**config.mk**
```make
export PLATFORM = sky130hd
export DESIGN_NAME = nios_system_nios2_div_cell
export DESIGN_NICKNAME = d
export VERILOG_FILES = /design/src/rtl/nios_system_nios2_div_cell.sv
export SDC_FILE = /design/constraint.sdc
export NUM_CORES = 1
export LEC_CHECK = 0
export CORE_MARGIN = 2
export CORE_UTILIZATION = 52
export CTS_CLUSTER_DIAMETER = 100
export DETAILED_ROUTE_END_ITERATION = 16
export HOLD_SLACK_MARGIN = 0.08
export PLACE_DENSITY = 0.75
export SETUP_SLACK_MARGIN = 0.4
export SYNTH_ARGS = -nofsm -noshare
export SYNTH_HDL_FRONTEND = slang
export SYNTH_SLANG_ARGS = --single-unit
export TNS_END_PERCENT = 100
```
**constraint.sdc**
```tcl
create_clock -name clk -period 2.89 [get_ports clk]
set_input_delay 0.578 -clock clk [delete_from_list [all_inputs] [get_ports clk]]
set_output_delay 0.578 -clock clk [all_outputs]
set_load 0.01 [all_outputs]
```
**src/rtl/nios_system_nios2_div_cell.sv**
```systemverilog
// nios_system_nios2_div_cell
// 32-bit radix-2 restoring divider. It handles signed and unsigned operands
// and produces one quotient bit per clock.
// A start in IDLE runs 32 CALC iterations, then a FIX cycle that applies the
// signs, then a DONE cycle. The result is flagged by a one-cycle done pulse.
// Optional build macro: NIOS2_DIV_EARLY_OUT_EN. When it is defined, a zero
// divisor skips the iterations and reports done one edge after start.
module nios_system_nios2_div_cell (
  input  logic        clk,
  input  logic        reset_n,
  input  logic        E_div_start,
  input  logic        E_ctrl_div_signed,
  input  logic [31:0] E_src1_div_cell,
  input  logic [31:0] E_src2_div_cell,
  input  logic        E_div_abort,
  output logic [31:0] M_div_cell_result,
  output logic [31:0] M_div_cell_remainder,
  output logic        M_div_cell_busy,
  output logic        M_div_cell_done,
  output logic        M_div_cell_div_by_zero
);

`ifdef NIOS2_DIV_EARLY_OUT_EN
  localparam logic EARLY_OUT = 1'b1;
`else
  localparam logic EARLY_OUT = 1'b0;
`endif

  typedef enum logic [1:0] {
    S_IDLE = 2'd0,
    S_CALC = 2'd1,
    S_FIX  = 2'd2,
    S_DONE = 2'd3
  } state_e;

  state_e      state_q, state_d;
  logic [5:0]  cnt_q, cnt_d;
  // quo_q shifts the dividend magnitude out of its MSB and the quotient bits
  // into its LSB, so a single register serves both roles.
  logic [31:0] quo_q, quo_d;
  logic [31:0] prem_q, prem_d;
  logic [31:0] dvsr_q, dvsr_d;
  logic [31:0] dvnd_q, dvnd_d;
  logic        neg_quo_q, neg_quo_d;
  logic        neg_rem_q, neg_rem_d;
  logic        zero_q, zero_d;
  logic [31:0] result_q, result_d;
  logic [31:0] remainder_q, remainder_d;
  logic        busy_q, busy_d;
  logic        done_q, done_d;
  logic        dbz_q, dbz_d;

  logic        src1_neg, src2_neg;
  logic [31:0] src1_mag, src2_mag;
  logic [32:0] shifted;
  logic [31:0] diff;
  logic        step_ok;
  logic [31:0] quo_fix, rem_fix;

  // Operand signs and magnitudes. The magnitude of 0x80000000 is itself
  // when the bits are read as unsigned, so it needs no special case.
  assign src1_neg = E_ctrl_div_signed & E_src1_div_cell[31];
  assign src2_neg = E_ctrl_div_signed & E_src2_div_cell[31];
  assign src1_mag = src1_neg ? (~E_src1_div_cell + 32'd1) : E_src1_div_cell;
  assign src2_mag = src2_neg ? (~E_src2_div_cell + 32'd1) : E_src2_div_cell;

  // One restoring step uses a 33-bit shifted partial remainder.
  // When the trial subtract fits, the difference is below the divisor, so
  // the low 32 bits of the subtraction are exact.
  assign shifted = {prem_q, quo_q[31]};
  assign step_ok = (shifted >= {1'b0, dvsr_q});
  assign diff    = shifted[31:0] - dvsr_q;

  // Sign correction applied in FIX.
  assign quo_fix = neg_quo_q ? (~quo_q + 32'd1) : quo_q;
  assign rem_fix = neg_rem_q ? (~prem_q + 32'd1) : prem_q;

  // Next-state logic and datapath updates. Abort overrides everything at the end.
  always_comb begin
    state_d     = state_q;
    cnt_d       = cnt_q;
    quo_d       = quo_q;
    prem_d      = prem_q;
    dvsr_d      = dvsr_q;
    dvnd_d      = dvnd_q;
    neg_quo_d   = neg_quo_q;
    neg_rem_d   = neg_rem_q;
    zero_d      = zero_q;
    result_d    = result_q;
    remainder_d = remainder_q;
    dbz_d       = dbz_q;
    done_d      = 1'b0;

    case (state_q)
      S_IDLE: begin
        if (E_div_start) begin
          quo_d     = src1_mag;
          dvsr_d    = src2_mag;
          dvnd_d    = E_src1_div_cell;
          prem_d    = 32'd0;
          neg_quo_d = src1_neg ^ src2_neg;
          neg_rem_d = src1_neg;
          zero_d    = (E_src2_div_cell == 32'd0);
          cnt_d     = 6'd0;
          state_d   = S_CALC;
        end
      end

      S_CALC: begin
        if (EARLY_OUT && zero_q) begin
          // Zero divisor: the outcome is fixed, so the iterations are skipped.
          result_d    = 32'hFFFF_FFFF;
          remainder_d = dvnd_q;
          dbz_d       = 1'b1;
          done_d      = 1'b1;
          state_d     = S_DONE;
        end else begin
          quo_d  = {quo_q[30:0], step_ok};
          prem_d = step_ok ? diff : shifted[31:0];
          cnt_d  = cnt_q + 6'd1;
          if (cnt_q == 6'd31) begin
            state_d = S_FIX;
          end
        end
      end

      S_FIX: begin
        if (zero_q) begin
          // Zero divisor: the sign correction would corrupt the fixed
          // results, so they are forced instead.
          result_d    = 32'hFFFF_FFFF;
          remainder_d = dvnd_q;
        end else begin
          result_d    = quo_fix;
          remainder_d = rem_fix;
        end
        dbz_d   = zero_q;
        done_d  = 1'b1;
        state_d = S_DONE;
      end

      S_DONE: begin
        state_d = S_IDLE;
      end

      default: begin
        state_d = S_IDLE;
      end
    endcase

    if (E_div_abort) begin
      state_d     = S_IDLE;
      cnt_d       = 6'd0;
      done_d      = 1'b0;
      result_d    = result_q;
      remainder_d = remainder_q;
      dbz_d       = dbz_q;
    end

    busy_d = (state_d != S_IDLE);
  end

  // State and datapath registers. Reset is asynchronous and active low.
  always_ff @(posedge clk or negedge reset_n) begin
    if (!reset_n) begin
      state_q     <= S_IDLE;
      cnt_q       <= 6'd0;
      quo_q       <= 32'd0;
      prem_q      <= 32'd0;
      dvsr_q      <= 32'd0;
      dvnd_q      <= 32'd0;
      neg_quo_q   <= 1'b0;
      neg_rem_q   <= 1'b0;
      zero_q      <= 1'b0;
      result_q    <= 32'd0;
      remainder_q <= 32'd0;
      busy_q      <= 1'b0;
      done_q      <= 1'b0;
      dbz_q       <= 1'b0;
    end else begin
      state_q     <= state_d;
      cnt_q       <= cnt_d;
      quo_q       <= quo_d;
      prem_q      <= prem_d;
      dvsr_q      <= dvsr_d;
      dvnd_q      <= dvnd_d;
      neg_quo_q   <= neg_quo_d;
      neg_rem_q   <= neg_rem_d;
      zero_q      <= zero_d;
      result_q    <= result_d;
      remainder_q <= remainder_d;
      busy_q      <= busy_d;
      done_q      <= done_d;
      dbz_q       <= dbz_d;
    end
  end

  assign M_div_cell_result      = result_q;
  assign M_div_cell_remainder   = remainder_q;
  assign M_div_cell_busy        = busy_q;
  assign M_div_cell_done        = done_q;
  assign M_div_cell_div_by_zero = dbz_q;

endmodule

```
==> results of run 1 <==
[logic make-up (layout without fill, tap and decap cells)]
kind of cell / after synthesis / in the layout / share of synthesized area
simple gates: 515 / 515 / 0.185
xor+xnor: 147 / 147 / 0.102
mux: 19 / 19 / 0.0151
flops: 206 / 206 / 0.410
compound gates: 446 / 446 / 0.209
buf+inv: 128 / 442 / 0.0401
fa+ha+maj: 38 / 38 / 0.0384
[layout make-up]
type / instances / area share
Inverter: 52 / 0.0110
Tap cell: 319 / 0.0226
Timing Repair Buffer: 346 / 0.181
Clock buffer: 37 / 0.0425
Sequential cell: 206 / 0.292
Clock inverter: 7 / 0.00502
Multi-Input combinational cell: 1165 / 0.446
[worst paths after layout]
check                                     startpoint                        to  cells after the start
worst max-delay path                       prem_q[6]  M_div_cell_remainder[29]                      8
worst min-delay path                         reset_n  M_div_cell_remainder[10]                      1
worst max register to register             prem_q[6]  M_div_cell_remainder[29]                      8
worst min register to register  M_div_cell_result[0]      M_div_cell_result[0]                      2
max in group asynchronous                    reset_n                 quo_q[18]                      2
min in group clk                M_div_cell_result[0]      M_div_cell_result[0]                      2
[layer usage]
| layer | vias to the layer above | GRT usage | part of all wire |
|---|---|---|---|
| met5 | - | 0 | 0 |
| met4 | 0 | 0.102 | 0.036 |
| met3 | 89 | 0.0469 | 0.070 |
| met2 | 495 | 0.508 | 0.48 |
| met1 | 5846 | 0.399 | 0.41 |
| li1 | 5827 | - | - |
[sequential cells by signal, indices dropped and copies added, names as in the netlist]
| register | cells |
|---|---|
| neg_quo_q | 1 |
| M_div_cell_result | 32 |
| M_div_cell_busy | 1 |
| M_div_cell_remainder | 32 |
| prem_q | 32 |
| neg_rem_q | 1 |
| zero_q | 1 |
| cnt_q | 6 |
| quo_q | 32 |
| M_div_cell_done | 1 |
| dvsr_q | 32 |
| state_q | 2 |
| M_div_cell_div_by_zero | 1 |
| dvnd_q | 32 |
[power breakdown]
part / internal, W / switching, W / leakage [nW]
clock network: 0.00196 / 0.00122 / 0.418
registers: 0.00343 / 0.000686 / 2.53
logic: 0.00542 / 0.00547 / 4.83
[cell usage after synthesis (22+ instances only)]
cell type,n,share of area
inv_1,52,0.016
clkbuf_1,67,0.020
a22oi_1,22,0.013
a21oi_1,138,0.055
ha_1,37,0.037
xnor2_1,58,0.040
o31ai_1,25,0.015
xor2_1,89,0.062
o21ai_0,171,0.068
nand2_1,251,0.075
nor2_1,120,0.036
dfrtp_1,206,0.41
[through the flow]
stage	power [W]	instance area, sq um	std cells
after detailed placement	0.0118	15500	2046
after floorplan	0.00876	12700	1499
after global routing	0.0192	17700	2132
final	0.0182	17700	2132
after CTS	0.0168	17100	2109
after global placement	0.0116	15500	2046
[worst max-delay path, cell delays in order, from the launching register on]
cell and delay, ps:
dfrtp_1 370, or4_4 540, or3_4 340, or4_4 490
or3_4 360, or4_4 470, o41ai_4 230, xor2_1 190
o21ai_1 70
[repair_timing]
action | in CTS | in global routing
pin swaps | 56 | 57
resized for setup | 155 | 98
cloned | 2 | 0
endpoints found under the setup margin | 66 | 78
setup buffers | 17 | 23
hold buffers | 0 | 0
==> results by group, run 1 <==
CTS
  – TritonCTS clock tree: done
  – Clock Path Buffers: 3
  – Clock root cell: clkbuf_16
  – Worst skew pair latency: approximately 520 ps
  – Clock slew at reported path FFs: around 60 ps
  – Clock Sinks: 206
  – H-tree depth: 1
  – CTS Buf Count: 24

Route
  – Vias/cell: about 5.7
  – Via count: approximately 12k
  – Starting DRT DRC Count: ~1.1k
  – First-pass iteration count of the detailed router: 5
  – Post-DRT Antenna Nets: 0
  – Wire length per cell: around 19 um
  – DRC: 0
  – Post-Route WL: 40,300 um

STA
  – Fin Hold WS: between 80 and 90 ps
  – Setup violators final: 20
  – Post-layout minimum cycle time: 3190 ps
  – Max Clock Freq: approximately 310 MHz
  – Clock Skews: 10.8 ps
  – Setup WS post-layout: -305 ps
  – Setup TNS: -2430 ps
  – Final period utilization: 1.11
  – Final hold violation count: 0
  – Slew @ Worst Pin: roughly 1400 ps
  – Rel. slew slack: 0.0575
  – Slew Viols, Final: 0
  – RSZ-0062 raised after global routing: true

Yosys
  – Register bit count reported by yosys: between 200 and 250
  – Number of warnings issued by yosys: 0
  – Netlist Area Pre-Place: ~0.013 sq mm
  – Sequential share of the synthesized area: 0.410
  – Synth Flop Type: dfrtp_1
  – Post-synth EDFFs: 0
  – Post-Syn Nets: around 1.6k
  – Netlist cell types: 59
  – FFs w/ async S/R, synth: 1.00
  – Syn Inst Count: 1,499
  – Post-Syn Area per Cell: between 8 and 9 sq um

Die
  – Initial Util: 0.533
  – # IOs: 136
  – Die Span X: 160 um
  – Row count: 56
  – Die Height: 160 um
  – Die area: approximately 0.025 sq mm
  – Core area: 0.0236 sq mm

Final layout
  – Most common cell after layout, fill and taps aside: nand2_1
  – Final nets: ~1.9k
  – FF/Latch Area: roughly 0.0052 sq mm
  – Filler cells: roughly 1.7k
  – Most frequent cells in the layout: 236 x nand2_1, 200 x dfrtp_1, 173 x buf_4
  – Share of layout cells above drive strength 1: 0.229
  – Diodes inserted: 0
  – Final Core Density: 0.749
  – Multi-input combinational cell area: between 0.007 and 0.008 sq mm
  – Area growth syn-to-layout: 40.6%

Flow run
  – Max Cap Violations: 0

Global route
  – Global-route wire length before repair: roughly 62,000 um
  – Initial antenna violation count: 0
  – Gr usage total: 0.302
  – Vias in the first global route: ~12k
  – Largest net degree at the start of global routing: around 80
  – GRT overflow: 0

Power and ir drop
  – Peak supply drop: 0.000617 V
  – PD cells: 1030 mW/mm^2
  – Leakage: slightly below 8 nW

Min path
  – HP Class: input port to async pin

Placed design
  – Post-placement setup slack: -283 ps
  – Placer Congestion: 0.965
  – Detail Placement HPWL: about 29,000 um
  – Port Buffers: 135

Worst setup path
  – R2R Setup Slk: -300 ps
  – Worst path required time: between 3000 and 4000 ps
  – CP Max Fanout: 3
  – Critical Path AT: around 3600 ps
  – Worst setup EP type: flip-flop
  – Worst setup SP type: flip-flop
  – Critical path type: flip-flop to flip-flop

Run status
  – Status: finished with violations
  – Failing checks: setup timing
(Power assumes the default switching activity.)
==> run 2: changes to the inputs <==
CTS_CLUSTER_DIAMETER = unset   (was 100)
==> results of run 2 <==
No change in the layout: final DEF, timing and power equal those of run 1.
==> run 3: changes to the inputs <==
CORE_UTILIZATION = 45   (was 52)
CTS_CLUSTER_DIAMETER = 80   (was unset)
CTS_CLUSTER_SIZE = 10   (was unset)
PLACE_DENSITY = 0.66   (was 0.75)
==> run 3 against run 2 <==
Against the previous run: the flow still finishes with violations (setup timing); die area is 15% higher; critical path depth did not move; non-clock buffer count grew 2; routed wire length is 2.9% lower; worst hold slack gained 8.4 ps; register-to-register slack lost 80 ps.
==> results by group, run 3 (synthesis results as in run 1) <==
STA
  – Final period utilization: 1.13
  – Slew @ Worst Pin: roughly 1400 ps
  – Setup violators final: 17
  – Setup WS post-layout: -386 ps
  – RSZ-0062 raised after global routing: true
  – Rel. slew slack: 0.0556
  – Slew Viols, Final: 0
  – Post-layout minimum cycle time: 3280 ps
  – Max Clock Freq: slightly above 300 MHz
  – Final hold violation count: 0
  – Clock Skews: roughly 23 ps

Run status
  – Failing checks: setup timing
  – Status: finished with violations

Route
  – Starting DRT DRC Count: 913
  – Via count: around 12k
  – Post-Route WL: slightly below 40,000 um
  – First-pass iteration count of the detailed router: 5
  – Post-DRT Antenna Nets: 0
  – Wire length per cell: about 18 um
  – Vias/cell: about 5.5
  – DRC: 0

Worst setup path
  – Worst R2R Start: prem_q[5]
  – Reg2reg end: M_div_cell_remainder[27]
  – Worst path required time: between 3000 and 4000 ps
  – CP startpoint: prem_q[5]
  – Worst setup SP type: flip-flop
  – CP Max Fanout: 3
  – Worst reg2reg path depth: 8
  – R2R Setup Slk: -390 ps
  – Worst setup EP type: flip-flop
  – Critical Path AT: between 3000 and 4000 ps
  – Critical path type: flip-flop to flip-flop

Final layout
  – Diodes inserted: 0
  – Most frequent cells in the layout: 232 x nand2_1, 203 x dfrtp_1, 178 x buf_4
  – Final nets: 1,904
  – Design area: around 0.018 sq mm
  – Most common cell after layout, fill and taps aside: nand2_1
  – Area growth syn-to-layout: 40.7%
  – Share of layout cells above drive strength 1: 0.230

Die
  – Initial Util: 0.455
  – Die area: just under 0.03 sq mm
  – Row count: 61
  – Die Height: about 170 um
  – Die Span X: about 170 um
  – Core area: around 0.028 sq mm
  – # IOs: 136

Global route
  – Global-route wire length before repair: between 60,000 and 70,000 um
  – Initial antenna violation count: 0
  – Gr usage total: 0.264
  – GRT overflow: 0
  – Vias in the first global route: 11.7k
  – Largest net degree at the start of global routing: approximately 80

Power and ir drop
  – Sw Pwr: between 0.007 and 0.008 W
  – Cell-internal power: ~0.010 W
  – Seq pwr share: 0.230
  – Leakage: around 7.7 nW
  – Peak supply drop: 0.000556 V
  – Combinational power share: 0.615
  – Sw Share: 0.413
  – PD cells: between 1000 and 1500 mW/mm^2
  – Clk network pwr share: 0.155

Placed design
  – Post-placement setup slack: -282 ps
  – Port Buffers: roughly 140
  – Placer Congestion: between 0.9 and 1
  – Detail Placement HPWL: approximately 28,000 um
  – DP Area: between 0.015 and 0.02 sq mm

CTS
  – CTS Hold Bufs: 0
  – H-tree depth: 1
  – TritonCTS clock tree: done
  – Clock root cell: clkbuf_16
  – CTS Buf Count: 24
  – Clock slew at reported path FFs: about 60 ps
  – Clock Path Buffers: 3
  – Worst skew pair latency: about 530 ps
  – Clock Sinks: around 210

Flow run
  – Max Cap Violations: 0

Min path
  – HP Class: input port to async pin
[run 3: changes by cell type in the layout (fill, tap and decap cells not counted), sizes merged]
cell,previous run,this run
clkbuf,38,26
clkinv,5,0
dlymetal6s2s,4,8
dlygate4sd2,3,0
buf,211,213
bufinv,2,1
clkdlybuf4s50,127,126
[run 3: power groups by stage]
| stage | combinational, W | sequential (W) | clock [W] |
|---|---|---|---|
| floorplan | 0.00473 | 0.00403 | 0 |
| global placement | 0.00751 | 0.00406 | 0 |
| detailed placement | 0.00760 | 0.00407 | 0 |
| CTS | 0.0101 | 0.00404 | 0.00280 |
| global route | 0.0118 | 0.00415 | 0.00290 |
| finish | 0.0109 | 0.00409 | 0.00275 |
[run 3: final cells by class]
cell class / count / area (sq um)
fill: 2337 / 9930
multi-input combinational: 1165 / 8000
sequential: 206 / 5160
timing repair buffer: 348 / 3210
clock buffer: 25 / 626
tap: 378 / 473
inverter: 52 / 195
clock inverter: 1 / 30.0
[run 3: timing repair]
| action | 4_1_cts | 5_1_grt |
|---|---|---|
| resized for setup | 192 | 77 |
| buffers inserted | 28 | 9 |
| gates cloned | 3 | 0 |
| setup endpoints to repair | 64 | 78 |
| hold endpoints to repair | 0 | 0 |
| pin swaps | 53 | 46 |
[run 3: through the flow]
stage	hold WS (ps)	std cells	total power [W]	util	TNS, ps
5_1_grt	159	2175	0.0188	0.640	-3990
3_5_place_dp	455	2109	0.0117	0.564	-1990
2_1_floorplan	282	1499	0.00876	-	-779
3_3_place_gp	452	2109	0.0116	0.564	-1960
4_1_cts	120	2166	0.0169	0.626	-902
6_report	93.8	2175	0.0178	0.640	-2020
[run 3: how the worst max path moves through the flow]
| stage | endpoint |
|---|---|
| 2_1_floorplan | M_div_cell_remainder[29] |
| 3_3_place_gp | M_div_cell_remainder[29] |
| 3_5_place_dp | M_div_cell_remainder[31] |
| 4_1_cts | M_div_cell_remainder[31] |
| 5_1_grt | M_div_cell_remainder[29] |
| 6_report | M_div_cell_remainder[27] |
[run 3: metal layers]
| metal | GRT usage | vias to the layer above | routed length (um) |
|---|---|---|---|
| met4 | 0.0825 | 0 | 1350 |
| met2 | 0.447 | 364 | 18400 |
| met3 | 0.0266 | 79 | 2010 |
| met5 | 0 | - | 0 |
| met1 | 0.358 | 5707 | 17300 |
| li1 | - | 5800 | - |
[run 3: worst max-delay path, cell delays in order, from the launching register on]
cell	delay [ps]
dfrtp_1	400
or4_4	520
or3_4	350
or4_4	540
or3_4	360
or4_4	470
o21ai_1	220
xor2_1	230
o21ai_1	80
